`config.mk`:
```
export PLATFORM = sky130hd
export DESIGN_NAME = clock_mode_controller_flat
export DESIGN_NICKNAME = d
export VERILOG_FILES = /design/src/rtl/clock_mode_controller_if.sv /design/src/rtl/clock_mode_controller.sv /design/src/flat_wrapper.sv
export SDC_FILE = /design/constraint.sdc
export NUM_CORES = 1
export LEC_CHECK = 0
export BUFFER_PORTS_ARGS = -buffer_cell sky130_fd_sc_hd__buf_4
export CAP_MARGIN = 30
export CELL_PAD_IN_SITES_DETAIL_PLACEMENT = 1
export CELL_PAD_IN_SITES_GLOBAL_PLACEMENT = 1
export CORE_MARGIN = 2
export CORE_UTILIZATION = 44
export CTS_CLUSTER_DIAMETER = 60
export DETAILED_ROUTE_END_ITERATION = 16
export GPL_TIMING_DRIVEN = 0
export PLACE_DENSITY_LB_ADDON = 0.1
export SLEW_MARGIN = 20
export SYNTH_ARGS = -nofsm -noshare
export SYNTH_HDL_FRONTEND = slang
export SYNTH_SLANG_ARGS = --single-unit
```
`constraint.sdc`:
```
create_clock -name clk -period 2.6 [get_ports clk]
set_input_delay 0.78 -clock clk [delete_from_list [all_inputs] [get_ports clk]]
set_output_delay 0.78 -clock clk [all_outputs]
set_load 0.1 [all_outputs]
```
`src/rtl/clock_mode_controller_if.sv`:
```
// Purpose: button inputs and BCD time / status outputs of clock_mode_controller.
// Modports: slave = controller side (buttons in, digits/status out);
//           master = button driver / display side. pm exists only with HOUR12_EN.
interface clock_mode_controller_if;
  logic       btn_mode;
  logic       btn_inc;
  logic [1:0] hr_tens;
  logic [3:0] hr_ones;
  logic [2:0] min_tens;
  logic [3:0] min_ones;
  logic [2:0] sec_tens;
  logic [3:0] sec_ones;
  logic [1:0] mode_state;
  logic       blink;
  logic       sec_pulse;
`ifdef HOUR12_EN
  logic       pm;
`endif

  modport slave (
    input  btn_mode, btn_inc,
    output hr_tens, hr_ones, min_tens, min_ones, sec_tens, sec_ones,
    output mode_state, blink, sec_pulse
`ifdef HOUR12_EN
    , output pm
`endif
  );

  modport master (
    output btn_mode, btn_inc,
    input  hr_tens, hr_ones, min_tens, min_ones, sec_tens, sec_ones,
    input  mode_state, blink, sec_pulse
`ifdef HOUR12_EN
    , input pm
`endif
  );
endinterface

```
`src/rtl/clock_mode_controller.sv`:
```
// Purpose: 1 s prescaler, BCD hh:mm:ss with cascaded carries, RUN/SET_HR/SET_MIN mode FSM.
// Ports: clk, reset (sync, active-high), bus (slave modport: btn_mode, btn_inc in;
//        BCD digits, mode_state, blink, sec_pulse out; pm out when HOUR12_EN is defined).
// Config: define HOUR12_EN for 12-hour operation (12,01..11 with pm flag); default is 24-hour.
module clock_mode_controller #(
  parameter int TICK_DIV = 50_000_000
) (
  input  logic                    clk,
  input  logic                    reset,
  clock_mode_controller_if.slave  bus
);
  localparam int CW = $clog2(TICK_DIV);
  localparam logic [CW-1:0] CNT_MAX = CW'(TICK_DIV - 1);
  localparam logic [CW-1:0] CNT_ONE = CW'(1);

  typedef enum logic [1:0] {RUN = 2'b00, SET_HR = 2'b01, SET_MIN = 2'b10} state_t;

  state_t        state, state_nxt;
  logic [CW-1:0] cnt, cnt_nxt;
  logic          mode_q, inc_q;
  logic [1:0]    ht, ht_nxt;
  logic [3:0]    ho, ho_nxt;
  logic [2:0]    mt, mt_nxt;
  logic [3:0]    mo, mo_nxt;
  logic [2:0]    st, st_nxt;
  logic [3:0]    so, so_nxt;
  logic          blink_r, blink_nxt;
  logic          pulse_r, pulse_nxt;
  logic          pm_r, pm_nxt;

  // Only rising edges act; a simultaneous mode rise swallows the inc rise.
  logic mode_rise, inc_rise, tick;
  assign mode_rise = bus.btn_mode & ~mode_q;
  assign inc_rise  = bus.btn_inc & ~inc_q & ~mode_rise;
  assign tick      = (cnt == CNT_MAX);

  logic sec_step, sec_wrap, min_step, hr_step;
  assign sec_step = (state == RUN) && tick;
  assign sec_wrap = sec_step && (so == 4'd9) && (st == 3'd5);
  assign min_step = sec_wrap || ((state == SET_MIN) && inc_rise);
  assign hr_step  = (sec_wrap && (mo == 4'd9) && (mt == 3'd5)) || ((state == SET_HR) && inc_rise);

  // Next hour value, per digit with explicit wrap.
  logic [1:0] hr_inc_t;
  logic [3:0] hr_inc_o;
  logic       pm_flip;
  always_comb begin
    hr_inc_t = ht;
    hr_inc_o = ho + 4'd1;
    pm_flip  = 1'b0;
`ifdef HOUR12_EN
    if (ht == 2'd1 && ho == 4'd1) begin
      pm_flip = 1'b1;                    // 11 -> 12 flips AM/PM
    end else if (ht == 2'd1 && ho == 4'd2) begin
      hr_inc_t = 2'd0;
      hr_inc_o = 4'd1;                   // 12 -> 01
    end else if (ho == 4'd9) begin
      hr_inc_t = ht + 2'd1;
      hr_inc_o = 4'd0;
    end
`else
    if (ht == 2'd2 && ho == 4'd3) begin
      hr_inc_t = 2'd0;
      hr_inc_o = 4'd0;                   // 23 -> 00
    end else if (ho == 4'd9) begin
      hr_inc_t = ht + 2'd1;
      hr_inc_o = 4'd0;
    end
`endif
  end

  // Next minute value; wrap 59 -> 00 (carry into hours handled by hr_step).
  logic [2:0] mi_inc_t;
  logic [3:0] mi_inc_o;
  always_comb begin
    mi_inc_t = mt;
    mi_inc_o = mo + 4'd1;
    if (mo == 4'd9) begin
      mi_inc_o = 4'd0;
      mi_inc_t = (mt == 3'd5) ? 3'd0 : mt + 3'd1;
    end
  end

  always_comb begin
    state_nxt = state;
    cnt_nxt   = tick ? '0 : cnt + CNT_ONE;
    ht_nxt    = ht;
    ho_nxt    = ho;
    mt_nxt    = mt;
    mo_nxt    = mo;
    st_nxt    = st;
    so_nxt    = so;
    pm_nxt    = pm_r;
    pulse_nxt = sec_step;
    blink_nxt = blink_r;

    case (state)
      RUN:     if (mode_rise) state_nxt = SET_HR;
      SET_HR:  if (mode_rise) state_nxt = SET_MIN;
      SET_MIN: if (mode_rise) state_nxt = RUN;
      default: state_nxt = RUN;
    endcase

    if (sec_step) begin
      if (so == 4'd9) begin
        so_nxt = 4'd0;
        st_nxt = (st == 3'd5) ? 3'd0 : st + 3'd1;
      end else begin
        so_nxt = so + 4'd1;
      end
    end
    if (min_step) begin
      mt_nxt = mi_inc_t;
      mo_nxt = mi_inc_o;
    end
    if (hr_step) begin
      ht_nxt = hr_inc_t;
      ho_nxt = hr_inc_o;
      pm_nxt = pm_r ^ pm_flip;
    end

    // Leaving SET_MIN restarts the second from zero so the first advance is a full period later.
    if (state == SET_MIN && mode_rise) begin
      so_nxt  = 4'd0;
      st_nxt  = 3'd0;
      cnt_nxt = '0;
    end

    if (state_nxt == RUN)        blink_nxt = 1'b0;
    else if (state_nxt != state) blink_nxt = 1'b1;
    else if (tick)               blink_nxt = ~blink_r;
  end

  always_ff @(posedge clk) begin
    if (reset) begin
      state   <= RUN;
      cnt     <= '0;
      mode_q  <= 1'b1;                   // button held through reset yields no edge
      inc_q   <= 1'b1;
`ifdef HOUR12_EN
      ht      <= 2'd1;
      ho      <= 4'd2;
`else
      ht      <= 2'd0;
      ho      <= 4'd0;
`endif
      mt      <= 3'd0;
      mo      <= 4'd0;
      st      <= 3'd0;
      so      <= 4'd0;
      blink_r <= 1'b0;
      pulse_r <= 1'b0;
      pm_r    <= 1'b0;
    end else begin
      state   <= state_nxt;
      cnt     <= cnt_nxt;
      mode_q  <= bus.btn_mode;
      inc_q   <= bus.btn_inc;
      ht      <= ht_nxt;
      ho      <= ho_nxt;
      mt      <= mt_nxt;
      mo      <= mo_nxt;
      st      <= st_nxt;
      so      <= so_nxt;
      blink_r <= blink_nxt;
      pulse_r <= pulse_nxt;
      pm_r    <= pm_nxt;
    end
  end

  assign bus.hr_tens    = ht;
  assign bus.hr_ones    = ho;
  assign bus.min_tens   = mt;
  assign bus.min_ones   = mo;
  assign bus.sec_tens   = st;
  assign bus.sec_ones   = so;
  assign bus.mode_state = state;
  assign bus.blink      = blink_r;
  assign bus.sec_pulse  = pulse_r;
`ifdef HOUR12_EN
  assign bus.pm         = pm_r;
`endif
endmodule

```
`src/flat_wrapper.sv`:
```
// flat-port wrapper written by rule: the top's interface ports become plain ports
module clock_mode_controller_flat 
#(
  parameter int TICK_DIV = 50_000_000
)
  (clk, reset, bus_btn_mode, bus_btn_inc, bus_hr_tens, bus_hr_ones, bus_min_tens, bus_min_ones, bus_sec_tens, bus_sec_ones, bus_mode_state, bus_blink, bus_sec_pulse);
  clock_mode_controller_if bus_i ();
  input  logic clk;
  input  logic reset;
  input wire logic [$bits(bus_i.btn_mode)-1:0] bus_btn_mode;
  input wire logic [$bits(bus_i.btn_inc)-1:0] bus_btn_inc;
  output wire logic [$bits(bus_i.hr_tens)-1:0] bus_hr_tens;
  output wire logic [$bits(bus_i.hr_ones)-1:0] bus_hr_ones;
  output wire logic [$bits(bus_i.min_tens)-1:0] bus_min_tens;
  output wire logic [$bits(bus_i.min_ones)-1:0] bus_min_ones;
  output wire logic [$bits(bus_i.sec_tens)-1:0] bus_sec_tens;
  output wire logic [$bits(bus_i.sec_ones)-1:0] bus_sec_ones;
  output wire logic [$bits(bus_i.mode_state)-1:0] bus_mode_state;
  output wire logic [$bits(bus_i.blink)-1:0] bus_blink;
  output wire logic [$bits(bus_i.sec_pulse)-1:0] bus_sec_pulse;
  assign bus_i.btn_mode = bus_btn_mode;
  assign bus_i.btn_inc = bus_btn_inc;
  assign bus_hr_tens = bus_i.hr_tens;
  assign bus_hr_ones = bus_i.hr_ones;
  assign bus_min_tens = bus_i.min_tens;
  assign bus_min_ones = bus_i.min_ones;
  assign bus_sec_tens = bus_i.sec_tens;
  assign bus_sec_ones = bus_i.sec_ones;
  assign bus_mode_state = bus_i.mode_state;
  assign bus_blink = bus_i.blink;
  assign bus_sec_pulse = bus_i.sec_pulse;
  clock_mode_controller #(.TICK_DIV(TICK_DIV)) u_core (.clk(clk), .reset(reset), .bus(bus_i));
endmodule
```
# Word-level counts from Yosys, hierarchy flattened
# Cells that the tools add are included.
# totals
regBits	52
word_cells	72
input_bits	4
out_inout_bits	24
# classes
addsub	7
bitwise	7
n_reduce_logical	21
n_mux	14
n_eq_ne	11
# op_table
op	n
$add 26x1->26 const B	1
$eq 26x26->1 const B	1
$mux 4	4
$add 4x1->4 const B	3
$eq 4x4->1 const B	3
$mux 2	5
$logic_and 1x1->1	9
$add 3x1->3 const B	2
$eq 3x3->1 const B	2
$mux 3	2
$pmux 2 s3	1
$reduce_and 2->1	3
$eq 2x2->1 const B	2
$eq 4x2->1 const B	1
$logic_not 2->1	2
$not 1->1	4
$reduce_bool 2->1	2
$reduce_or 2->1	2
$and 1x1->1	3
$reduce_or 3->1	1
$add 2x1->2 const B	1
$eq 2x1->1 const B	1
$logic_or 1x1->1	2
$mux 1	2
$ne 2x2->1	1

# Longest topological paths before layout
# Gate-level depths: netlist (run 1).
# logic_depth
ltp_word	8
ltp_mapped	9
mapped_depth_nobuf	7

# Worst setup path before layout (run 1)
# No wires, ideal clock.
# synth_path
path_kind	register to register
start	register u_core.so[0] (netlist: u_core.bus.sec_ones[0])
end	register u_core.ho[3] (netlist: u_core.bus.hr_ones[3])
required_time_ps	2511
path_stages_with_launch	8
arrival_time_ps	2565
path_slack_ps	-54
synth_period_minus_slack_ps	2654
setup_ps	89
path_buffers	1
cell_sequence	dfxtp_1 -> nand4b_1 -> or3_1 -> nor4_1 -> a22o_2 -> buf_6 -> a41oi_2 -> a311oi_2
# synth_via
elab_chain_cells	6
# synth_lines
element	line	text
from (decl)	clock_mode_controller.sv:26	logic [3:0] so, so_nxt;
from (signal assigned)	clock_mode_controller.sv:164	so <= so_nxt;
$eq 4x4->1	clock_mode_controller.sv:39	assign sec_wrap = sec_step && (so == 4'd9) && (st == 3'd5);
$logic_and 1x1->1 (2 in series)	clock_mode_controller.sv:39	
$logic_and 1x1->1 (2 in series)	clock_mode_controller.sv:41	assign hr_step = (sec_wrap && (mo == 4'd9) && (mt == 3'd5)) || ((state == SET_HR) && inc_rise);
$logic_or 1x1->1	clock_mode_controller.sv:41	
to (signal assigned)	clock_mode_controller.sv:160	ho <= ho_nxt;
to (decl)	clock_mode_controller.sv:22	logic [3:0] ho, ho_nxt;
# No other way between the ends.
# A chain may end at the register's enable or synchronous reset.

# Worst setup path in the final report (run 1)
# layout_path
start	register u_core.cnt[0]
end	register u_core.mt[0] (netlist: u_core.bus.min_tens[0])
# layout_via
elab_chain_cells	6
# layout_lines
element	line	text
from (decl)	clock_mode_controller.sv:19	logic [CW-1:0] cnt, cnt_nxt;
from (signal assigned)	clock_mode_controller.sv:156	cnt <= cnt_nxt;
$eq 26x26->1	clock_mode_controller.sv:35	assign tick = (cnt == CNT_MAX);
$logic_and 1x1->1	clock_mode_controller.sv:38	assign sec_step = (state == RUN) && tick;
$logic_and 1x1->1 (2 in series)	clock_mode_controller.sv:39	
$logic_or 1x1->1	clock_mode_controller.sv:40	assign min_step = sec_wrap || ((state == SET_MIN) && inc_rise);
$reduce_and 2->1 (no line)	n/a	
to (signal assigned)	clock_mode_controller.sv:161	mt <= mt_nxt;
to (decl)	clock_mode_controller.sv:23	logic [2:0] mt, mt_nxt;
# No other way between the ends.

==> metrics.txt, run 1 <==
run status finished clean; Slew @ Worst Pin 0.5720 ns; syn_nets 289; TritonCTS clock tree built; Worst Setup End Kind flip-flop; Rows 27; gr usage total 18.98%; cts bufs inserted 5; crit path time final 2.373 ns; io pins 28; H-tree depth 2; P per Cell Area 478.1 nW/um2; port buffer count 27; max_slew headroom 61.87%; FILL cells 676; Final period util 91.29%; RSZ-0062 raised after global routing false; largest net degree at the start of global routing 15; initial core utilization 45.25%; vias in the first global route 2045; Max VDD drop 327.8 uV; HP Class reg2reg; Mapped Cells 282; Worst Skew 0.005751 ns; Die Y-Extent 78.79 um; #FFs+latches synth 52; layout cell share with drive strength beyond 1 17.09%; Wirelength per Cell 13.88 um; Worst-path clk slew 0.09 ns; WS Path Type reg2reg; Clock Latency Late Sink 0.31 ns; required time worst endpoint 2.80 ns; clock sink count 52; Die Wd 78.79 um; DRC violations left 0; final WL 5385 um; First-pass DRT Iterations 4; final max-slew violation count 0; Ys Warns 0; final instance area 2863 um2; Worst Setup Start Kind flip-flop; final hold slack 0.4684 ns; via/cell ratio 5.247; final setup violation count 0; busiest layer in global routing met2; syn_area_per_cell 8.727 um2; TNS Setup 0 ns; met2 usage 32.82%; Cell Area, Placed 2755 um2; Core Area 5439 um2; sequential area share after synthesis 42.30%; met3 Usage GRT 3.523%; EDFF count, synth 0; total global routing overflow 0; DPL Wire Length 4054 um; DR vias 2036; initial antenna violation count 0; ys async rst share 0%; full die area 6208 um2; clk root buf clkbuf_8; global-route wire length before repair 9432 um; routability congestion estimate from global placement 0.7947; Synth Flop Type dfxtp_1; post-synthesis instance area 2461 um2; Final Instance Count excl. Fillers 388; # diodes 0; Max-Cap Viols 0; P&R area growth vs syn 16.32%; Hold Fails Final Rpt 0; Worst EP arrival 2.58 ns; 1st-iter DRT viols 34; Detail Route Antenna Nets 0; crit-path max FO 6; Leak 1.060 nW; Max Root-Sink Buffers 2; Synth cell types 53; Placed Cells incl. Taps 381; Final nets 323; f_max 0.4213 GHz; routing usage on met1 23.27%
-- per-stage QoR --
stage,utilization [%],power (mW),worst slack (ns)
floorplan,-,0.8705,0.05177
global placement,50.66,0.8880,-0.2691
detailed placement,50.66,0.8897,-0.2749
CTS,52.43,1.389,0.05876
global route,52.63,1.425,0.001731
finish,52.63,1.369,0.2265
-- critical path, stage by stage (launching register included) --
cell	delay [ns]
dfxtp_1	0.38
ha_1	0.22
nand4_1	0.31
nor4_2	0.42
nand3_1	0.25
a21oi_2	0.33
a311oi_1	0.14
a41o_1	0.22
-- where the power goes --
group | leakage, nW | internal (mW) | switching, mW
clock network | 0.0503 | 0.238 | 0.261
logic | 0.589 | 0.0186 | 0.0407
registers | 0.421 | 0.803 | 0.00738
total | 1.06 | 1.06 | 0.309
-- metal layers --
layer | wire length, um | up-vias
met2 | 2619 | 24
met1 | 2499 | 965
met4 | 127 | 0
li1 | - | 1035
met5 | 0 | -
met3 | 139 | 12
-- cell usage after synthesis (all sizes together) (2+ instances only) --
| library cell | count | area share (%) |
|---|---|---|
| dfxtp | 52 | 42 |
| xor2 | 15 | 5.3 |
| nor2b | 8 | 2.0 |
| and2 | 2 | 0.51 |
| and4 | 2 | 0.76 |
| nor3 | 4 | 0.81 |
| nor4 | 5 | 1.8 |
| nand4b | 3 | 1.1 |
| clkbuf | 6 | 0.92 |
| nand3 | 12 | 2.4 |
| ha | 3 | 1.5 |
| mux2i | 5 | 2.0 |
| a21oi | 12 | 2.6 |
| buf | 3 | 1.1 |
| a211oi | 2 | 0.81 |
| nand4 | 7 | 2.4 |
| nor2 | 49 | 7.6 |
| xnor2 | 13 | 4.6 |
| nand2 | 26 | 4.3 |
| or3 | 5 | 1.3 |
| and3 | 4 | 1.0 |
| inv | 8 | 1.2 |
| o21ai | 7 | 1.4 |
| or2 | 2 | 0.51 |
| a41oi | 2 | 1.0 |
| a311oi | 3 | 1.3 |
| nand2b | 6 | 1.5 |
-- logic make-up after synthesis --
group                    after synthesis  synth area share, %
AND/OR/NAND/NOR                      143                31.01
flip-flops                            52                42.30
AO/OA/AOI/OAI                         34                9.965
XOR/XNOR                              28                9.965
buffers and inverters                 17                3.203
multiplexers                           5                2.034
adder cells (fa/ha/maj)                3                1.525
-- state kept, by name (all words and copies together) (netlist names) --
| signal | cells |
|---|---|
| u_core.bus.sec_tens | 3 |
| u_core.bus.sec_pulse | 1 |
| u_core.mode_q | 1 |
| u_core.bus.mode_state | 2 |
| u_core.bus.hr_tens | 2 |
| u_core.bus.blink | 1 |
| u_core.bus.sec_ones | 4 |
| u_core.inc_q | 1 |
| u_core.bus.min_ones | 4 |
| u_core.bus.hr_ones | 4 |
| u_core.bus.min_tens | 3 |
| u_core.cnt | 26 |
-- worst paths after layout --
check	start	to	slack [ns]	cells past startpoint
worst max-delay path	u_core.cnt[0]$_SDFF_PP0_	u_core.bus.min_tens[0]$_SDFFE_PP0P_	0.23	7
worst max register to register	u_core.cnt[0]$_SDFF_PP0_	u_core.bus.min_tens[0]$_SDFFE_PP0P_	0.23	7
worst min register to register	u_core.cnt[0]$_SDFF_PP0_	u_core.cnt[0]$_SDFF_PP0_	0.47	1
worst min-delay path	u_core.cnt[0]$_SDFF_PP0_	u_core.cnt[0]$_SDFF_PP0_	0.47	1
-- area by class of cell --
type / count / area, um2 / area share, %
multi-input combinational: 213 / 1350 / 47.16
buffer: 9 / 51.30 / 1.792
clock buffer: 7 / 96.34 / 3.365
sequential: 52 / 1042 / 36.41
timing repair buffer: 27 / 202.7 / 7.080
tap: 72 / 90.09 / 3.147
inverter: 8 / 30.03 / 1.049
-- layout by cell type, fill, tap and decap left out, drive strengths merged, types with 3 or more instances in the layout --
cell type / synthesis / layout
o21ai: 7 / 7
nor2b: 8 / 8
nand4b: 3 / 3
xnor2: 13 / 13
xor2: 15 / 15
a311oi: 3 / 3
nand4: 7 / 7
clkbuf: 6 / 13
mux2i: 5 / 5
inv: 8 / 8
nor3: 4 / 4
or3: 5 / 5
nand2: 26 / 26
and3: 4 / 4
nand2b: 6 / 6
buf: 3 / 30
nor2: 49 / 49
ha: 3 / 3
nand3: 12 / 12
a21oi: 12 / 12
dfxtp: 52 / 52
nor4: 5 / 5
-- timing repair --
item | CTS | global route
endpoints found under the setup margin | 0 | 21
gates resized for setup | 0 | 5
endpoints found under the hold margin | 0 | 0
hold buffers | 0 | 0
setup buffers | 0 | 0
(Power assumes the default switching activity.)
==> run 2: changes to the inputs <==
--- a/config.mk
+++ b/config.mk
@@ -9,12 +9,13 @@
 export CAP_MARGIN = 30
 export CELL_PAD_IN_SITES_DETAIL_PLACEMENT = 1
 export CELL_PAD_IN_SITES_GLOBAL_PLACEMENT = 1
+export CORE_ASPECT_RATIO = 1.1
 export CORE_MARGIN = 2
 export CORE_UTILIZATION = 44
 export CTS_CLUSTER_DIAMETER = 60
 export DETAILED_ROUTE_END_ITERATION = 16
 export GPL_TIMING_DRIVEN = 0
-export PLACE_DENSITY_LB_ADDON = 0.1
+export PLACE_DENSITY = 0.79
 export SLEW_MARGIN = 20
 export SYNTH_ARGS = -nofsm -noshare
 export SYNTH_HDL_FRONTEND = slang
==> run 2 against run 1 <==
Sequential power about the same. Non-clock buffer count unchanged. Global-route usage rose by 0.37 points. Clock skew rose by 0.0053 ns. First-iteration DRC count grew 8.8%. Critical path type unchanged. Cell area rose by 0.13%. Highest routed layer unchanged. Count of clock-buffer cells in the layout decreased by 1.
==> metrics.txt, run 2 (synthesized netlist as in run 1, its figures left out) <==
run status finished clean; Max Root-Sink Buffers 2 (unchanged); 1st-iter DRT viols 37 (+8.8%); Worst Skew 0.01103 ns (+0.005281 ns); required time worst endpoint 2.78 ns (-0.02 ns); Worst EP arrival 2.56 ns (-0.02 ns); HP Class reg2reg; clock sink count 52 (unchanged); final hold slack 0.4696 ns (+0.001230 ns); initial antenna violation count 0 (unchanged); P per Cell Area 466.7 nW/um2 (-2.4%); WS Path Type reg2reg; full die area 6209 um2 (about the same); routability congestion estimate from global placement 0.7691 (-3.2%); via/cell ratio 5.253 (about the same); Slew @ Worst Pin 0.5431 ns (-0.02890 ns); Wirelength per Cell 14.27 um (+2.8%); Worst Reg-to-Reg Cells 7 (unchanged); most common cell after layout, fill and taps aside dfxtp_1; DR vias 2059 (+1.1%); Worst Setup Start Kind flip-flop; total global routing overflow 0 (unchanged); Total Power 1.338 mW (-2.3%); RSZ-0062 raised after global routing true; final max-slew violation count 0 (unchanged); Rows 28 (+3.7%); Worst-path clk slew 0.09 ns (about the same); Final Instance Count excl. Fillers 392 (+1.0%); io pins 28 (unchanged); DPL Wire Length 4171 um (+2.9%); dpl ws -0.2752 ns (-0.0003600 ns); final setup violation count 0 (unchanged); # resized after CTS 0 (unchanged); Clock Latency Late Sink 0.31 ns (about the same); Worst Min Path Start u_core.cnt[0]$_SDFF_PP0_; port buffer count 27 (unchanged); cts bufs inserted 5 (unchanged); Die Wd 75.31 um (-4.4%); Max VDD drop 317.9 uV (-3.0%); hold path depth 1 (unchanged); Final nets 323 (unchanged); setup bufs post-CTS 0 (unchanged); Core Area 5395 um2 (-0.81%); setup ws final 0.2194 ns (-0.007080 ns); Max-Cap Viols 0 (unchanged); final WL 5593 um (+3.9%); gr usage total 19.35% (+0.37 points); most frequent cells in the layout dfxtp_1 (51), nor2_1 (48), buf_4 (27); DRC violations left 0 (unchanged); FILL cells 693 (+2.5%); Worst Setup End Kind flip-flop; initial core utilization 45.62% (+0.37 points); Detail Route Antenna Nets 0 (unchanged); RR Endpoint u_core.bus.min_tens[1]$_SDFFE_PP0P_; Die Y-Extent 82.44 um (+4.6%); layout cell share with drive strength beyond 1 17.03% (-0.054 points); vias in the first global route 2033 (-0.59%); cts-stage hold buffer count 0 (unchanged); P&R area growth vs syn 16.47%; # diodes 0 (unchanged); crit-path max FO 6 (unchanged); H-tree depth 2 (unchanged); Final period util 91.56% (+0.27 points); f_max 0.4201 GHz (-0.30%); global-route wire length before repair 9280 um (-1.6%); R2R Path Start u_core.cnt[0]$_SDFF_PP0_; Hold Fails Final Rpt 0 (unchanged); clk root buf clkbuf_8; max reg flops 26 (unchanged); worst path cell trace ha_1, nand4_1, nor4_2, nand3_1, a211oi_2, mux2i_1, nor2_1; Placed Cells incl. Taps 384 (+0.79%); Top reg by flops u_core.cnt; WHS Endpoint u_core.cnt[0]$_SDFF_PP0_; CP max-delay cell nor4_2; CP peak stage delay 0.40 ns (-0.02 ns); worst reg-to-reg setup slack 0.22 ns (about the same); max_slew headroom 63.79% (+1.9 points); First-pass DRT Iterations 4 (unchanged); crit path time final 2.381 ns (+0.007080 ns); largest net degree at the start of global routing 17 (+2); Leak 1.051 nW (-0.83%); TritonCTS clock tree built
[run 2: routing by layer]
metal	share of wire, %	vias to the layer above	routed length (um)	GRT usage (%)
li1	-	1041	-	-
met1	44	983	2474	22.21
met2	51	28	2867	34.87
met3	2.7	7	153	4.005
met4	1.8	0	98	7.193
met5	0	-	0	0
[run 2: cell type report]
class	instances	area (um2)	share of cell area [%]
tap	75	93.84	3.274
multi-input combinational	213	1358	47.36
inverter	8	30.03	1.048
clock inverter	2	16.27	0.5674
buffer	9	51.30	1.790
clock buffer	6	72.57	2.532
timing repair buffer	27	202.7	7.071
sequential	52	1042	36.36
[run 2: how the worst max path moves through the flow]
stage	startpoint	endpoint	slack [ns]
floorplan	u_core.bus.sec_ones[3]$_SDFFE_PP0N_	u_core.bus.hr_ones[3]$_SDFFE_PP0P_	0.05
global route	u_core.cnt[0]$_SDFF_PP0_	u_core.bus.min_tens[1]$_SDFFE_PP0P_	-0.02
detailed placement	bus_btn_mode	u_core.cnt[5]$_SDFF_PP0_	-0.28
global placement	bus_btn_mode	u_core.cnt[15]$_SDFF_PP0_	-0.29
CTS	bus_btn_mode	u_core.cnt[5]$_SDFF_PP0_	0.04
finish	u_core.cnt[0]$_SDFF_PP0_	u_core.bus.min_tens[1]$_SDFFE_PP0P_	0.22
[run 2: power by group]
| group | internal (mW) | switching, mW |
|---|---|---|
| combinational | 0.0186 | 0.0410 |
| clock | 0.192 | 0.275 |
| sequential | 0.803 | 0.00780 |
[run 2: metrics by stage]
step	instance area (um2)	util [%]	setup TNS, ns
6_report	2867	53.13	0
5_1_grt	2867	53.13	-0.02064
4_1_cts	2848	52.78	0
3_5_place_dp	2759	51.14	-5.023
3_3_place_gp	2759	51.14	-5.463
2_1_floorplan	2462	-	0
[run 2: critical path, delay by kind of cell, from the launching register on]
family                     cells  cell delay, ns
AOI/OAI and AO/OA              1            0.37
muxes                          1            0.24
adders and majority gates      1            0.23
and+or+nand+nor                4            1.04
DFF                            1            0.38
==> run 3: changes to the inputs <==
--- a/config.mk
+++ b/config.mk
@@ -11,11 +11,12 @@
 export CELL_PAD_IN_SITES_GLOBAL_PLACEMENT = 1
 export CORE_ASPECT_RATIO = 1.1
 export CORE_MARGIN = 2
-export CORE_UTILIZATION = 44
+export CORE_UTILIZATION = 39
 export CTS_CLUSTER_DIAMETER = 60
 export DETAILED_ROUTE_END_ITERATION = 16
 export GPL_TIMING_DRIVEN = 0
-export PLACE_DENSITY = 0.79
+export PLACE_DENSITY = 0.74
+export REMOVE_ABC_BUFFERS = 1
 export SLEW_MARGIN = 20
 export SYNTH_ARGS = -nofsm -noshare
 export SYNTH_HDL_FRONTEND = slang
==> constraint.sdc (replaced) <==
create_clock -name clk -period 2 [get_ports clk]
set_input_delay 0.6 -clock clk [delete_from_list [all_inputs] [get_ports clk]]
set_output_delay 0.6 -clock clk [all_outputs]
set_load 0.1 [all_outputs]
==> run 3 against run 2 <==
Worst setup slack got worse by 0.20 ns. Sequential power increased by 31%. Largest power group unchanged. Highest routed layer unchanged. Sequential share of layout area is 2.9 points lower. Die area increased by 12%. Clock skew is 0.0060 ns higher. Critical path type unchanged. Hold slack worse by 0.019 ns. Core utilization shrank 2.0 points. First-iteration DRC count increased by 120%. Critical endpoint unchanged. Critical path depth is 1 lower. Largest cell class unchanged.
==> metrics.txt, run 3 (synthesized netlist as in run 1, its figures left out) <==
run status finished clean; RSZ-0062 raised after global routing true; P&R area growth vs syn 27.91%; worst reg-to-reg setup slack 0.02 ns (-0.20 ns); final instance area 3148 um2 (+9.8%); HP Class reg2reg; routability congestion estimate from global placement 0.7255 (-5.7%); Pint 1.562 mW (+54%); Final nets 331 (+2.5%); First-pass DRT Iterations 4 (unchanged); required time worst endpoint 2.21 ns (-0.57 ns); io pins 28 (unchanged); Worst Setup End Kind flip-flop; Final period util 98.95% (+7.4 points); Max Root-Sink Buffers 2 (unchanged); most frequent cells in the layout nor2_1 (47), dfxtp_1 (46), buf_4 (41); final WL 6022 um (+7.7%); initial core utilization 39.98% (-5.6 points); total global routing overflow 0 (unchanged); DPL Wire Length 3819 um (-8.4%); gr usage total 17.74% (-1.6 points); crit path time final 1.979 ns (-0.4015 ns); CP peak stage delay 0.57 ns (+0.17 ns); dpl ws -0.6256 ns (-0.3503 ns); Top reg by flops u_core.cnt; initial antenna violation count 0 (unchanged); Rows 30 (+7.1%); max_slew headroom 66.08% (+2.3 points); Worst Setup Start Kind flip-flop; worst path cell trace or4b_4, nor4_4, nand3_4, a211oi_4, mux2i_1, nor2_1; vias in the first global route 2056 (+1.1%); f_max 0.5053 GHz (+20%); combinational share of power 4.0% (-0.5 points); max reg flops 26 (unchanged); clock sink count 52 (unchanged); largest net degree at the start of global routing 26 (+9); Worst EP arrival 2.19 ns (-0.37 ns); Die Y-Extent 87.32 um (+5.9%); via/cell ratio 5.351 (+1.9%); Wirelength per Cell 14.91 um (+4.5%); Buf/Inv on CP 0 (unchanged); Cell Area, Placed 2715 um2 (-1.6%); Sw Ratio 21.58% (-2.6 points); Clock Latency Late Sink 0.32 ns (about the same); CP max-delay cell or4b_4; critical path's top delay family simple AND/OR/NAND/NOR gates; full die area 6963 um2 (+12%); H-tree depth 2 (unchanged); layout cell share with drive strength beyond 1 27.78% (+11 points); crit-path max FO 4 (-2); FILL cells 723 (+4.3%); cts bufs inserted 5 (unchanged); final max-slew violation count 0 (unchanged); DRC violations left 0 (unchanged); P per Cell Area 632.6 nW/um2 (+36%); clock network power share 43.0% (+8.1 points); Worst Skew 0.01706 ns (+0.006026 ns); Worst-path clk slew 0.10 ns (about the same); WS Path Type reg2reg; clk root buf clkbuf_8; DR vias 2162 (+5.0%); Max-Cap Viols 0 (unchanged); final setup violation count 0 (unchanged); Max VDD drop 439.7 uV (+38%); most common cell after layout, fill and taps aside nor2_1; NetSw 429.8 uW (+33%); Detail Route Antenna Nets 0 (unchanged); setup ws final 0.02091 ns (-0.1985 ns); # diodes 0 (unchanged); 1st-iter DRT viols 81 (+120%); sequential share of power 53.0% (-7.6 points); Slew @ Worst Pin 0.5077 ns (-0.03540 ns); Hold Fails Final Rpt 0 (unchanged); TritonCTS clock tree built; Die Wd 79.74 um (+5.9%); Core Area 6156 um2 (+14%); global-route wire length before repair 9694 um (+4.5%); port buffer count 27 (unchanged); Leak 1.173 nW (+12%)
## run 3: cell types whose count changed in the layout (fill, tap and decap cells not counted), sizes merged
| cell | change |
|---|---|
| buf | +13 |
| clkbuf | -7 |
| bufinv | +2 |
| a22o | +1 |
| clkinv | -1 |
| clkinvlp | -1 |
## run 3: cell type report
class / instances / area [um2] / area share, %
clock buffer: 5 / 68.82 / 2.186
clock inverter: 2 / 60.06 / 1.908
inverter: 8 / 30.03 / 0.9539
multi-input combinational: 214 / 1505 / 47.81
sequential: 52 / 1054 / 33.47
tap: 80 / 100.1 / 3.180
timing repair buffer: 43 / 330.3 / 10.49
## run 3: repair_timing
item                                    CTS  global route
cloned                                    1             0
endpoints found under the setup margin   44            40
gates resized for setup                  26            15
hold buffers                              0             0
pin swaps                                15            16
buffers inserted                         10             6
## run 3: per-stage QoR
stage               hold WS [ns]  util [%]  power, mW  std cells   TNS (ns)
finish                    0.4504     51.14      1.992        404          0
CTS                       0.4737     49.45      2.012        398  -0.004353
global placement          0.4445     44.11      1.150        380     -18.80
global route              0.4799     51.14      2.064        404    -0.3964
floorplan                 0.4297         -      1.124        273     -12.26
detailed placement        0.4555     44.11      1.152        380     -20.07
## run 3: worst reg2reg max path, cell delays in order, from the launching register on
cell and delay (ns):
dfxtp_2 0.34, or4b_4 0.57, nor4_4 0.24, nand3_4 0.17, a211oi_4 0.28, mux2i_1 0.23, nor2_1 0.05
## run 3: power by group through the flow
stage / registers (mW) / logic, mW / clock network, mW
floorplan: 1.09 / 0.0304 / 0
global placement: 1.08 / 0.0712 / 0
detailed placement: 1.08 / 0.0727 / 0
CTS: 1.06 / 0.0775 / 0.878
global route: 1.06 / 0.0882 / 0.918
finish: 1.06 / 0.0794 / 0.856
## run 3: path summary, 6_finish.rpt
kind                                           startpoint                             endpoint  cells after the start
worst min-delay path             u_core.cnt[0]$_SDFF_PP0_             u_core.cnt[0]$_SDFF_PP0_                      1
worst max register to register  u_core.cnt[11]$_SDFF_PP0_  u_core.bus.min_tens[1]$_SDFFE_PP0P_                      6
worst min register to register   u_core.cnt[0]$_SDFF_PP0_             u_core.cnt[0]$_SDFF_PP0_                      1
worst max-delay path            u_core.cnt[11]$_SDFF_PP0_  u_core.bus.min_tens[1]$_SDFFE_PP0P_                      6
## run 3: per-layer routing
layer,wire [um],vias up,track usage (%)
met4,81,0,5.547
li1,-,1056,-
met1,2584,1077,20.47
met3,190,7,4.149
met5,0,-,0
met2,3166,22,32.31
